$ cat config.mk
export PLATFORM = sky130hd
export DESIGN_NAME = t5_fetch_flat
export DESIGN_NICKNAME = d
export VERILOG_FILES = /design/src/rtl/t5_fetch_if.sv /design/src/rtl/t5_fetch.sv /design/src/flat_wrapper.sv
export SDC_FILE = /design/constraint.sdc
export NUM_CORES = 1
export LEC_CHECK = 0
export BUFFER_PORTS_ARGS = -buffer_cell sky130_fd_sc_hd__buf_2
export CAP_MARGIN = 5
export CELL_PAD_IN_SITES_DETAIL_PLACEMENT = 0
export CELL_PAD_IN_SITES_GLOBAL_PLACEMENT = 1
export CORE_UTILIZATION = 35
export DETAILED_ROUTE_END_ITERATION = 6
export PLACE_DENSITY = 0.7
export SYNTH_ARGS = -nofsm -noshare
export SYNTH_HDL_FRONTEND = slang
export SYNTH_SLANG_ARGS = --single-unit
$ cat constraint.sdc
create_clock -name sclk -period 4.05 [get_ports sclk]
set_clock_uncertainty 0.2 [all_clocks]
set_input_delay 1.215 -clock sclk [delete_from_list [all_inputs] [get_ports sclk]]
set_output_delay 1.215 -clock sclk [all_outputs]
set_load 0.01 [all_outputs]
$ cat src/rtl/t5_fetch_if.sv
// Instruction-memory fetch handshake between t5_fetch (master) and memory (slave).
interface t5_fetch_if #(
  parameter int XLEN = 32
);
  logic            istb;    // fetch strobe
  logic [XLEN-3:0] iadr;    // word address, PC bits [XLEN-1:2]
  logic            iack;    // acknowledge; idat_i valid in the same cycle
  logic [31:0]     idat_i;  // instruction word

  modport master (output istb, iadr, input iack, idat_i);
  modport slave  (input istb, iadr, output iack, idat_i);
endinterface

$ cat src/rtl/t5_fetch.sv
// Barrel-threaded fetch stage: four harts, round-robin, one fetch in flight,
// taken-branch redirects from execute, decode outputs held while sena is low.
module t5_fetch #(
  parameter int              XLEN     = 32,
  parameter logic [XLEN-1:0] RESET_PC = '0
) (
  input  logic            sclk,
  input  logic            srst_n,
  input  logic            sena,
  t5_fetch_if.master      imem,
  output logic [XLEN-1:0] fpc,
  output logic [31:0]     idat,
  output logic            fvld,
  input  logic            bena,
  input  logic [XLEN-1:0] bpc
);
  localparam int          AW  = XLEN - 2;
  localparam logic [31:0] NOP = 32'h0000_0013;

  typedef enum logic [1:0] {BOOT, REQ, HOLD} state_e;

  state_e          state_q;
  logic [AW-1:0]   pc_q [4];
  logic [AW-1:0]   pc_d [4];
  logic [1:0]      hsel_q;
  logic            kill_q;
  logic            istb_q;
  logic [AW-1:0]   iadr_q;
  logic [XLEN-1:0] fpc_q;
  logic [31:0]     idat_q;
  logic            fvld_q;
  logic [31:0]     ibuf_q;
  logic [AW-1:0]   bufpc_q;

  logic [1:0]      hsel_nx;
  logic            hit;
  logic            kill_now;
  logic            inc_en;

  assign imem.istb = istb_q;
  assign imem.iadr = iadr_q;
  assign fpc       = fpc_q;
  assign idat      = idat_q;
  assign fvld      = fvld_q;

  assign hsel_nx  = hsel_q + 2'd1;
  // A redirect to the hart whose slot is in flight or buffered squashes that slot.
  assign hit      = bena && (bpc[1:0] == hsel_q) && (state_q != BOOT);
  assign kill_now = kill_q || hit;
  // The PC advances when the word is accepted, unless the slot is being squashed.
  assign inc_en   = (state_q == REQ) && imem.iack && !kill_now;

  // Next PC per hart: redirect overrides increment; forwarded into the next iadr.
  always_comb begin
    for (int h = 0; h < 4; h++) begin
      // NOTE: default first so every path assigns pc_d and no latch is inferred.
      pc_d[h] = pc_q[h];
      if (inc_en && (hsel_q == 2'(h))) pc_d[h] = iadr_q + 1'b1;
      if (bena && (bpc[1:0] == 2'(h))) pc_d[h] = bpc[XLEN-1:2];
    end
  end

  // Fetch FSM with registered bus and decode outputs.
  always_ff @(posedge sclk or negedge srst_n) begin
    if (!srst_n) begin
      // NOTE: the PC array is reset, not left to power-up, since every hart must boot at RESET_PC.
      for (int h = 0; h < 4; h++) pc_q[h] <= RESET_PC[XLEN-1:2];
      state_q <= BOOT;
      hsel_q  <= 2'd0;
      kill_q  <= 1'b0;
      istb_q  <= 1'b0;
      iadr_q  <= RESET_PC[XLEN-1:2];
      fpc_q   <= '0;
      idat_q  <= NOP;
      fvld_q  <= 1'b0;
      ibuf_q  <= NOP;
      bufpc_q <= '0;
    end else begin
      // NOTE: non-blocking throughout so every register samples pre-edge values.
      pc_q <= pc_d;
      case (state_q)
        BOOT: begin
          iadr_q  <= pc_d[hsel_q];
          istb_q  <= 1'b1;
          state_q <= REQ;
        end
        REQ: begin
          if (hit) kill_q <= 1'b1;
          if (imem.iack && sena) begin
            fpc_q  <= {iadr_q, hsel_q};
            idat_q <= kill_now ? NOP : imem.idat_i;
            fvld_q <= !kill_now;
            kill_q <= 1'b0;
            hsel_q <= hsel_nx;
            iadr_q <= pc_d[hsel_nx];
          end else if (imem.iack) begin
            ibuf_q  <= imem.idat_i;
            bufpc_q <= iadr_q;
            istb_q  <= 1'b0;
            state_q <= HOLD;
          end else if (sena) begin
            fpc_q  <= {iadr_q, hsel_q};
            idat_q <= NOP;
            fvld_q <= 1'b0;
          end
        end
        HOLD: begin
          if (hit) kill_q <= 1'b1;
          if (sena) begin
            fpc_q   <= {bufpc_q, hsel_q};
            idat_q  <= kill_now ? NOP : ibuf_q;
            fvld_q  <= !kill_now;
            kill_q  <= 1'b0;
            hsel_q  <= hsel_nx;
            iadr_q  <= pc_d[hsel_nx];
            istb_q  <= 1'b1;
            state_q <= REQ;
          end
        end
        default: state_q <= BOOT;
      endcase
    end
  end
endmodule

$ cat src/flat_wrapper.sv
// flat-port wrapper written by rule: the top's interface ports become plain ports
module t5_fetch_flat 
#(
  parameter int              XLEN     = 32,
  parameter logic [XLEN-1:0] RESET_PC = '0
)
  (sclk, srst_n, sena, fpc, idat, fvld, bena, bpc, imem_istb, imem_iadr, imem_iack, imem_idat_i);
  t5_fetch_if #(.XLEN(XLEN)) imem_i ();
  input  logic sclk;
  input  logic srst_n;
  input  logic sena;
  output logic [XLEN-1:0] fpc;
  output logic [31:0] idat;
  output logic fvld;
  input  logic bena;
  input  logic [XLEN-1:0] bpc;
  output wire logic [$bits(imem_i.istb)-1:0] imem_istb;
  output wire logic [$bits(imem_i.iadr)-1:0] imem_iadr;
  input wire logic [$bits(imem_i.iack)-1:0] imem_iack;
  input wire logic [$bits(imem_i.idat_i)-1:0] imem_idat_i;
  assign imem_istb = imem_i.istb;
  assign imem_iadr = imem_i.iadr;
  assign imem_i.iack = imem_iack;
  assign imem_i.idat_i = imem_idat_i;
  t5_fetch #(.XLEN(XLEN), .RESET_PC(RESET_PC)) u_core (.sclk(sclk), .srst_n(srst_n), .sena(sena), .imem(imem_i), .fpc(fpc), .idat(idat), .fvld(fvld), .bena(bena), .bpc(bpc));
endmodule
After elaboration in Yosys (flattened, before gate mapping). Index checks and enable logic that the tools add are counted.

Bits in registers: 283. Input bits: 69. Output and inout bits: 96. Logic and storage cells: 112.

Add/sub/neg operators: 2. $lt $le $gt $ge: 2. Equality and inequality tests: 15. Multiplexer cells: 49. Bitwise gates (word level): 3. Reductions and logical operators: 27.

Operators with widths (count): $mux W30 (14); $mux W32 (10); $pmux W32 S2 (2); $bmux W30 S2 (2); $pmux W30 S3 (1); $add A30 B1 Y30 const B (1); $logic_and A1 B1 Y1 (13); $reduce_and A3 Y1 (4); $eq A2 B2 Y1 const B (5); $mux W1 (10); $mux W2 (5); $ne A2 B2 Y1 const B (4); $reduce_and A4 Y1 (2); $eq A2 B1 Y1 const B (3); $ge A3 B3 Y1 const B (2); $logic_not A2 Y1 (3); $ne A3 B3 Y1 const B (2); $not A2 Y3 (2); $pmux W2 S3 (1); $pmux W1 S2 (2); $pmux W2 S2 (1); $reduce_bool A2 Y1 (2); $pmux W1 S3 (1); $reduce_bool A3 Y1 (1); 5 further kinds (5).

Longest topological paths before layout. Gate-level depths: netlist (run 1).

Depth in word-level cells: 14. Depth in mapped cells: 16. Depth with buffers taken out: 10.

Least setup slack after synthesis (run 1). Ideal clock, no wire load.

Path kind: input port to flip-flop. Start point: input bena. End point: register u_core.iadr_q[9] (netlist: u_core.imem.iadr[9]). Library setup time: 126 ps. Arrival: 3364 ps. Data required time: 3724 ps. Path slack: 360 ps. Cell stages on the path: 10. Path through: clkbuf_1 nand2b_1 clkbuf_1 o31ai_1 clkbuf_1 nor3_1 a31oi_1 o221ai_1 a2111o_1 o32a_1.

Longest elaborated chain between the ends: 13.

RTL lines: start, declared (RTL line flat_wrapper.sv:15) `input logic bena;`; $logic_and A1 B1 Y1 (2 in a row) (RTL line t5_fetch.sv:48) `assign hit = bena && (bpc[1:0] == hsel_q) && (state_q != BOOT);`; $logic_or A1 B1 Y1 (RTL line t5_fetch.sv:49) `assign kill_now = kill_q || hit;`; $logic_not A1 Y1 (RTL line t5_fetch.sv:51) `assign inc_en = (state_q == REQ) && imem.iack && !kill_now;`; $logic_and A1 B1 Y1 (RTL line t5_fetch.sv:51); $logic_and A1 B1 Y1 (RTL line t5_fetch.sv:58) `if (inc_en && (hsel_q == 2'(h))) pc_d[h] = iadr_q + 1'b1;`; $mux W30 (RTL line t5_fetch.sv:58); $mux W30 (RTL line t5_fetch.sv:59) `if (bena && (bpc[1:0] == 2'(h))) pc_d[h] = bpc[XLEN-1:2];`; $bmux W30 S2 (RTL line t5_fetch.sv:95, t5_fetch.sv:115); $mux W30 (not written as such) (2 in a row) (RTL line t5_fetch.sv:95, t5_fetch.sv:115); $mux W30 (on tied branches) (RTL line t5_fetch.sv:109, t5_fetch.sv:89); $pmux W30 S3 (*) (RTL line t5_fetch.sv:81) `case (state_q)`; end signal, assigned (RTL line t5_fetch.sv:83) `iadr_q <= pc_d[hsel_q];`; end signal, assigned (RTL line t5_fetch.sv:95) `iadr_q <= pc_d[hsel_nx];`; end signal, assigned (RTL line t5_fetch.sv:115) `iadr_q <= pc_d[hsel_nx];`; end, declared (RTL line t5_fetch.sv:28) `logic [AW-1:0] iadr_q;`.

Mark *: on every way between the ends. The rest lies on a longest branch, timed or not. The select of a mux whose other input is x is not followed. A chain may end at the register's enable or synchronous reset.

==> flow_summary.ini, run 1 <==
[logic_synthesis]
netlist_area_um2 = 15100
synth_nets = 1722
yosys.area.top_type_share_pct = 45.9
syn-instance-count = 1643
ys_types = 79
ys.flop_type = dfrtp_1
async_flop_share_pct = 100
yosysSeqAreaShare_pct = 46.9
synthTopCellsByArea = dfrtp_1 (46%), o21ai_0 (6.0%), nand2_1 (5.8%)
synth_top_area_cell = dfrtp_1
ys_top_cells_by_count = dfrtp_1 (277), nand2_1 (232), o21ai_0 (180)
yosys_warnings = 0
ys_ff_latch = 283
yosysMostFrequentCell = dfrtp_1
avgSynthCellArea_um2 = 9.20
synth_edf_count = 0

[routing]
dr.pass1.iters = 5
avgViaCountPerCell = 5.92
wire_per_inst_um = 25.0
dr_total_vias = 14200
drt_wl_total_um = 59900
ant_nets = 0
first_iter_violations = 1372
route.detailed.drc = 0

[clock_network]
clock_latency_ns = 0.55
clock_path_buffers = 3
cts_tree = built
cts_made_buffers = 35
cts-root-buf = clkbuf_16
cts_resized = 0
cts.sinks = 283
clkTransAtPathRegs_ns = 0.06
cts_setup_buffers = 0
holdBufCountCts = 0
htree_levels = 2

[power_and_ir_drop]
p_leak_uw = 0.00815
finalPower_uw = 17200
peakVddDrop_mv = 0.585
p_per_area_nw_per_um2 = 934

[setup_path]
crit_slowest_cell = dfrtp_1
path_cells = nand3_1, nor3_1, nand4_1, xnor2_1, mux2i_1, o21ai_0, a221o_1, o32a_1
critPathTopFamily = simple AND/OR/NAND/NOR gates
critPathKind = reg2reg
cp-end-kind = flip-flop
cp-start-kind = flip-flop
cp_slowest_stage_delay_ns = 0.74
crit_buf_inv = 0
cp.required_ns = 4.28
crit_arrival_ns = 3.85
cp_max_fo = 10

[final_layout]
area_delta_synth_final_pct = 21.8
fill_cells = 4225
multiInputGateArea_um2 = 7420
fin_cells = 2393
drive_above_1_share_pct = 24.2
nNetsFinal = 1908
design_area_um2 = 18400
register_area_um2 = 7090

[run_status]
status = finished, final reports clean

[placement]
dp.cells = 2331
port_buffers = 164
hpwlAfterDp_um = 42000
place.gp.congestion = 0.979
dpl_cell_area_um2 = 17200

[timing]
final-hold-violation-count = 0
whs_ns = 0.269
setup-tns-final_ns = 0
slew_headroom_pct = 19.5
min_period_over_period_pct = 89.3
slew_violations = 0
setup_viol = 0
rsz0062_at_grt = no
fmax_mhz = 277
tightest_slew_ns = 1.21
fin_crit_ns = 3.62

[die]
die-width_um = 210
fp.coreArea_um2 = 42200
floorplan.initialDensity_pct = 35.8
row_count = 75
dieHeight_um = 210
io_pins = 165
die-area_um2 = 44000

[flow_run]
cap_violations = 0

[grt]
grt_overflow = 0
antenna_found_initial = 0
grt_pass1_vias = 13900
track_usage_pct = 27.2
grt_first_pass_wirelength_um = 89800
grt_start_max_net_pins = 100

[hold_path]
min_path_type = reg2reg
-- cells in the final DEF, fill, tap and decap left out, drive strengths merged, types with 6 or more instances in the layout --
master / count
o22ai: 34
o211a: 7
buf: 279
a21o: 12
a221o: 7
xor2: 8
a31oi: 24
o21a: 8
nor3: 39
xnor2: 14
o31a: 7
o211ai: 9
o21ai: 182
a211oi: 18
dfstp: 6
nand2b: 11
nor4: 8
clkbuf: 48
a22oi: 51
dfrtp: 277
nor2: 130
o221ai: 6
nand2: 232
o31ai: 19
a21oi: 46
mux2i: 49
or4: 7
nand3: 53
nand4: 19
or2: 10
or3: 8
a2111oi: 7
inv: 44
and3: 13
mux2: 67
ha: 10
-- worst min-delay path, delay by kind of cell (launching register included) --
kind | cells | cell delay, ns
and+or+nand+nor | 2 | 0.10
DFF | 1 | 0.34
-- flip-flops by register name (all words and copies together), names as in the netlist --
register / flops
u_core.fvld: 1
u_core.bufpc_q: 30
u_core.ibuf_q: 32
u_core.imem.iadr: 30
u_core.state_q: 2
u_core.imem.istb: 1
u_core.idat: 32
u_core.fpc: 32
u_core.pc_q: 120
u_core.hsel_q: 2
u_core.kill_q: 1
-- power breakdown --
part / switching, µW / internal [µW] / leakage (µW)
Clock: 1300 / 2030 / 0.000581
Sequential: 820 / 4240 / 0.00350
Combinational: 5540 / 3260 / 0.00407
-- through the flow --
step	worst slack, ns	util [%]
after global routing	0.384	43.6
after detailed placement	0.198	40.7
after CTS	0.633	43.6
after global placement	0.211	40.7
after floorplan	0.360	-
final	0.434	43.6
-- area by class of cell --
class / count / area share [%]
timing repair buffer: 279 / 10.1
antenna: 1 / 0.0136
tap: 539 / 3.66
inverter: 42 / 0.856
clock inverter: 13 / 1.18
clock buffer: 48 / 5.36
sequential: 283 / 38.5
multi-input combinational: 1188 / 40.3
-- per-layer routing --
metal  vias to the layer above  part of all wire, %  global-route usage, %
li1                       6325                    -                      -
met1                      6990                   44                   37.1
met2                       723                   44                   41.4
met3                       135                  8.6                   5.93
met4                         0                  3.9                   11.9
met5                         -                    0                      0
-- cells by family after synthesis --
group | after synthesis | synth area share, %
AO/OA/AOI/OAI | 486 | 21.0
buffers and inverters | 172 | 4.51
adder cells (fa/ha/maj) | 10 | 0.828
AND/OR/NAND/NOR | 551 | 16.8
XOR/XNOR | 22 | 1.28
multiplexers | 119 | 8.69
flip-flops | 283 | 46.9
-- path summary, 6_finish.rpt --
kind | start | end | slack [ns] | cells after the start
worst max-delay path | u_core.imem.iadr[2] | u_core.imem.iadr[13] | 0.43 | 8
worst min-delay path | u_core.fvld | u_core.fvld | 0.27 | 2
worst max register to register | u_core.imem.iadr[2] | u_core.imem.iadr[13] | 0.43 | 8
worst min register to register | u_core.fvld | u_core.fvld | 0.27 | 2
max in group asynchronous | srst_n | u_core.pc_q[85] | 2.36 | 2
min in group asynchronous | srst_n | u_core.idat[12] | 0.46 | 1
(Power assumes the default switching activity.)
==> run 2, diff against run 1 <==
--- a/config.mk
+++ b/config.mk
@@ -5,13 +5,14 @@
 export SDC_FILE = /design/constraint.sdc
 export NUM_CORES = 1
 export LEC_CHECK = 0
+export ABC_AREA = 1
 export BUFFER_PORTS_ARGS = -buffer_cell sky130_fd_sc_hd__buf_2
 export CAP_MARGIN = 5
 export CELL_PAD_IN_SITES_DETAIL_PLACEMENT = 0
 export CELL_PAD_IN_SITES_GLOBAL_PLACEMENT = 1
 export CORE_UTILIZATION = 35
 export DETAILED_ROUTE_END_ITERATION = 6
-export PLACE_DENSITY = 0.7
+export PLACE_DENSITY = 0.74
 export SYNTH_ARGS = -nofsm -noshare
 export SYNTH_HDL_FRONTEND = slang
 export SYNTH_SLANG_ARGS = --single-unit
==> run 2 against run 1 <==
  * Clock power hardly changed
  * Synthesized area is 7.7% higher
  * Die area is 7.6% higher
  * Wire length is 0.68% higher
  * Critical endpoint is now u_core.imem.iadr[26]
  * Power is 2.7% higher
  * Flip-flop and latch count stayed put
  * Worst setup slack better by 0.43 ns
  * Highest routed layer is now met5
  * Core utilization is 1.7 points lower
  * Sequential power is 4.5% higher
  * Synthesized cell count is 43% higher
  * Non-clock buffer count is 56 lower
  * Clock-buffer cell count is 9 higher
==> flow_summary.ini, run 2 <==
[logic_synthesis]
avgSynthCellArea_um2 = 6.91
synthAdderAreaFrac_pct = 0.769
syn-instance-count = 2355
synth.area.mux_share_pct = 0.484
yosys_warnings = 0
synth_compound_area_share_pct = 5.18
yosysSeqAreaShare_pct = 43.6
synth_top_family_by_area = simple AND/OR/NAND/NOR gates
netlist_area_um2 = 16300
async_flop_share_pct = 100
synth_nets = 2434
synthTopCellsByArea = dfrtp_1 (43%), nand2_1 (19%), nand3_1 (17%)
synth_edf_count = 0
synth_xor_area_share_pct = 0.592
synth-simple-area-share_pct = 41.0
ys_top_cells_by_count = nand2_1 (839), nand3_1 (548), dfrtp_1 (277)
ys_ff_latch = 283
ys.flop_type = dfrtp_1
yosys.area.top_type_share_pct = 42.6
yosysMostFrequentCell = nand2_1
synth_top_area_cell = dfrtp_1
ys_types = 38

[power_and_ir_drop]
seqPwrFrac_pct = 29.9
p_leak_uw = 0.00969
switching_share_pct = 46.7
pwr-share-clk_pct = 18.8
p_int_uw = 9410
p_sw_uw = 8240
p_per_area_nw_per_um2 = 925
pwr-share-comb_pct = 51.3
peakVddDrop_mv = 0.446

[final_layout]
top_register = u_core.pc_q
multiInputGateArea_um2 = 7870
antenna_cells = 0
fill_cells = 4707
nNetsFinal = 2557
mostFrequentLayoutCells = nand2_1 (839), nand3_1 (547), dfrtp_1 (276), inv_1 (200), buf_2 (163)
design_area_um2 = 19100
area_delta_synth_final_pct = 17.3
largest_reg_flops = 120
layout_commonest_cell = nand2_1
drive_above_1_share_pct = 12.5
register_area_um2 = 7090

[clock_network]
cts.sinks = 283
cts_resized = 0
clock_path_buffers = 3
holdBufCountCts = 0
cts_made_buffers = 35
cts-root-buf = clkbuf_16
cts_tree = built
clock_latency_ns = 0.55
htree_levels = 2
clkTransAtPathRegs_ns = 0.06
cts_setup_buffers = 0

[grt]
track_usage_pct = 25.7
grt_start_max_net_pins = 84
grt_first_pass_wirelength_um = 93200
grt_pass1_vias = 15600
antenna_found_initial = 1
grt_overflow = 0

[timing]
final-hold-violation-count = 0
setup-tns-final_ns = 0
tightest_slew_ns = 1.01
fin_ws_ns = 0.863
min_period_over_period_pct = 78.7
setup_viol = 0
fin_crit_ns = 3.19
slew_headroom_pct = 32.7
fmax_mhz = 314
slew_violations = 0
rsz0062_at_grt = no

[routing]
drt_wl_total_um = 60300
wire_per_inst_um = 19.4
dr_total_vias = 16400
dr.pass1.iters = 5
first_iter_violations = 1641
route.detailed.drc = 0
ant_nets = 0
avgViaCountPerCell = 5.29

[setup_path]
path_common_cell = nand2_1
crit_arrival_ns = 3.42
critPathKind = reg2reg
cp-start-kind = flip-flop
cp-end-kind = flip-flop
crit_slowest_cell = nand4_1
cp_slowest_stage_delay_ns = 0.56
path_cells = inv_1, ha_1, nand2_1, inv_1, nand4_1, buf_4, nand2_1, nand3_1, nand2_1, nand2_1, nand3_1, nand3_1, nand3_1, nand2_1
critPathTopFamily = simple AND/OR/NAND/NOR gates
cp.required_ns = 4.28
cp_max_fo = 10
crit_buf_inv = 3

[placement]
pre_cts_slack_ns = 0.383
dpl_cell_area_um2 = 17900
hpwlAfterDp_um = 39000
place.gp.congestion = 0.867
port_buffers = 164

[die]
die-width_um = 218
dieHeight_um = 218
fp.coreArea_um2 = 45600
io_pins = 165
floorplan.initialDensity_pct = 35.7
die-area_um2 = 47400
row_count = 78

[hold_path]
min_path_type = reg2reg

[run_status]
status = finished, final reports clean

[flow_run]
cap_violations = 0
-- run 2: tightest hold or removal path, stage by stage (launching register included) --
cell     delay, ns
dfstp_2       0.37
nand2_1       0.05
nand2_1       0.05
-- run 2: area by class of cell --
cell class                      count  share of cell area [%]
Multi-Input combinational cell   1728                    41.2
Sequential cell                   283                    37.2
Timing Repair Buffer              223                    7.27
Clock buffer                       57                    5.77
Inverter                          207                    4.09
Tap cell                          600                    3.93
Clock inverter                      5                   0.525
-- run 2: per-layer routing --
layer  vias up  global-route usage (%)  share of wire [%]
li1       7869                       -                  -
met1      7707                    36.0                 44
met2       723                    40.0                 44
met3       119                    4.31                8.1
met4         2                    8.78                3.0
met5         -                       0              0.022
-- run 2: power by group through the flow --
stage | clock network, µW | registers [µW] | logic (µW)
4_1_cts | 3380 | 5280 | 9020
5_1_grt | 3510 | 5450 | 10200
2_1_floorplan | 0 | 5180 | 6000
3_3_place_gp | 0 | 5270 | 8860
6_report | 3320 | 5290 | 9050
3_5_place_dp | 0 | 5320 | 8970
-- run 2: through the flow --
| step | hold slack [ns] | util [%] | total power (µW) | cells |
|---|---|---|---|---|
| after global placement | 0.259 | 39.2 | 14100 | 3041 |
| after global routing | 0.296 | 41.9 | 19100 | 3103 |
| after detailed placement | 0.258 | 39.2 | 14300 | 3041 |
| after CTS | 0.270 | 41.9 | 17700 | 3103 |
| final | 0.267 | 41.9 | 17700 | 3103 |
| after floorplan | 0.253 | - | 11200 | 2355 |
-- run 2: path summary, 6_finish.rpt --
check | cells after the start | to | slack (ns) | startpoint
max | 14 | u_core.imem.iadr[26] | 0.86 | u_core.state_q[1]
min | 2 | u_core.idat[4] | 0.27 | u_core.idat[4]
max reg2reg | 14 | u_core.imem.iadr[26] | 0.86 | u_core.state_q[1]
min reg2reg | 2 | u_core.idat[4] | 0.27 | u_core.idat[4]
max in group asynchronous | 2 | u_core.idat[0] | 2.32 | srst_n
min in group asynchronous | 1 | u_core.idat[26] | 0.45 | srst_n
-- run 2: kinds of logic after synthesis --
family,Yosys count
AND/OR/NAND/NOR,1552
buffers and inverters,344
flip-flops,283
AO/OA/AOI/OAI,148
XOR/XNOR,11
adder cells (fa/ha/maj),10
multiplexers,7
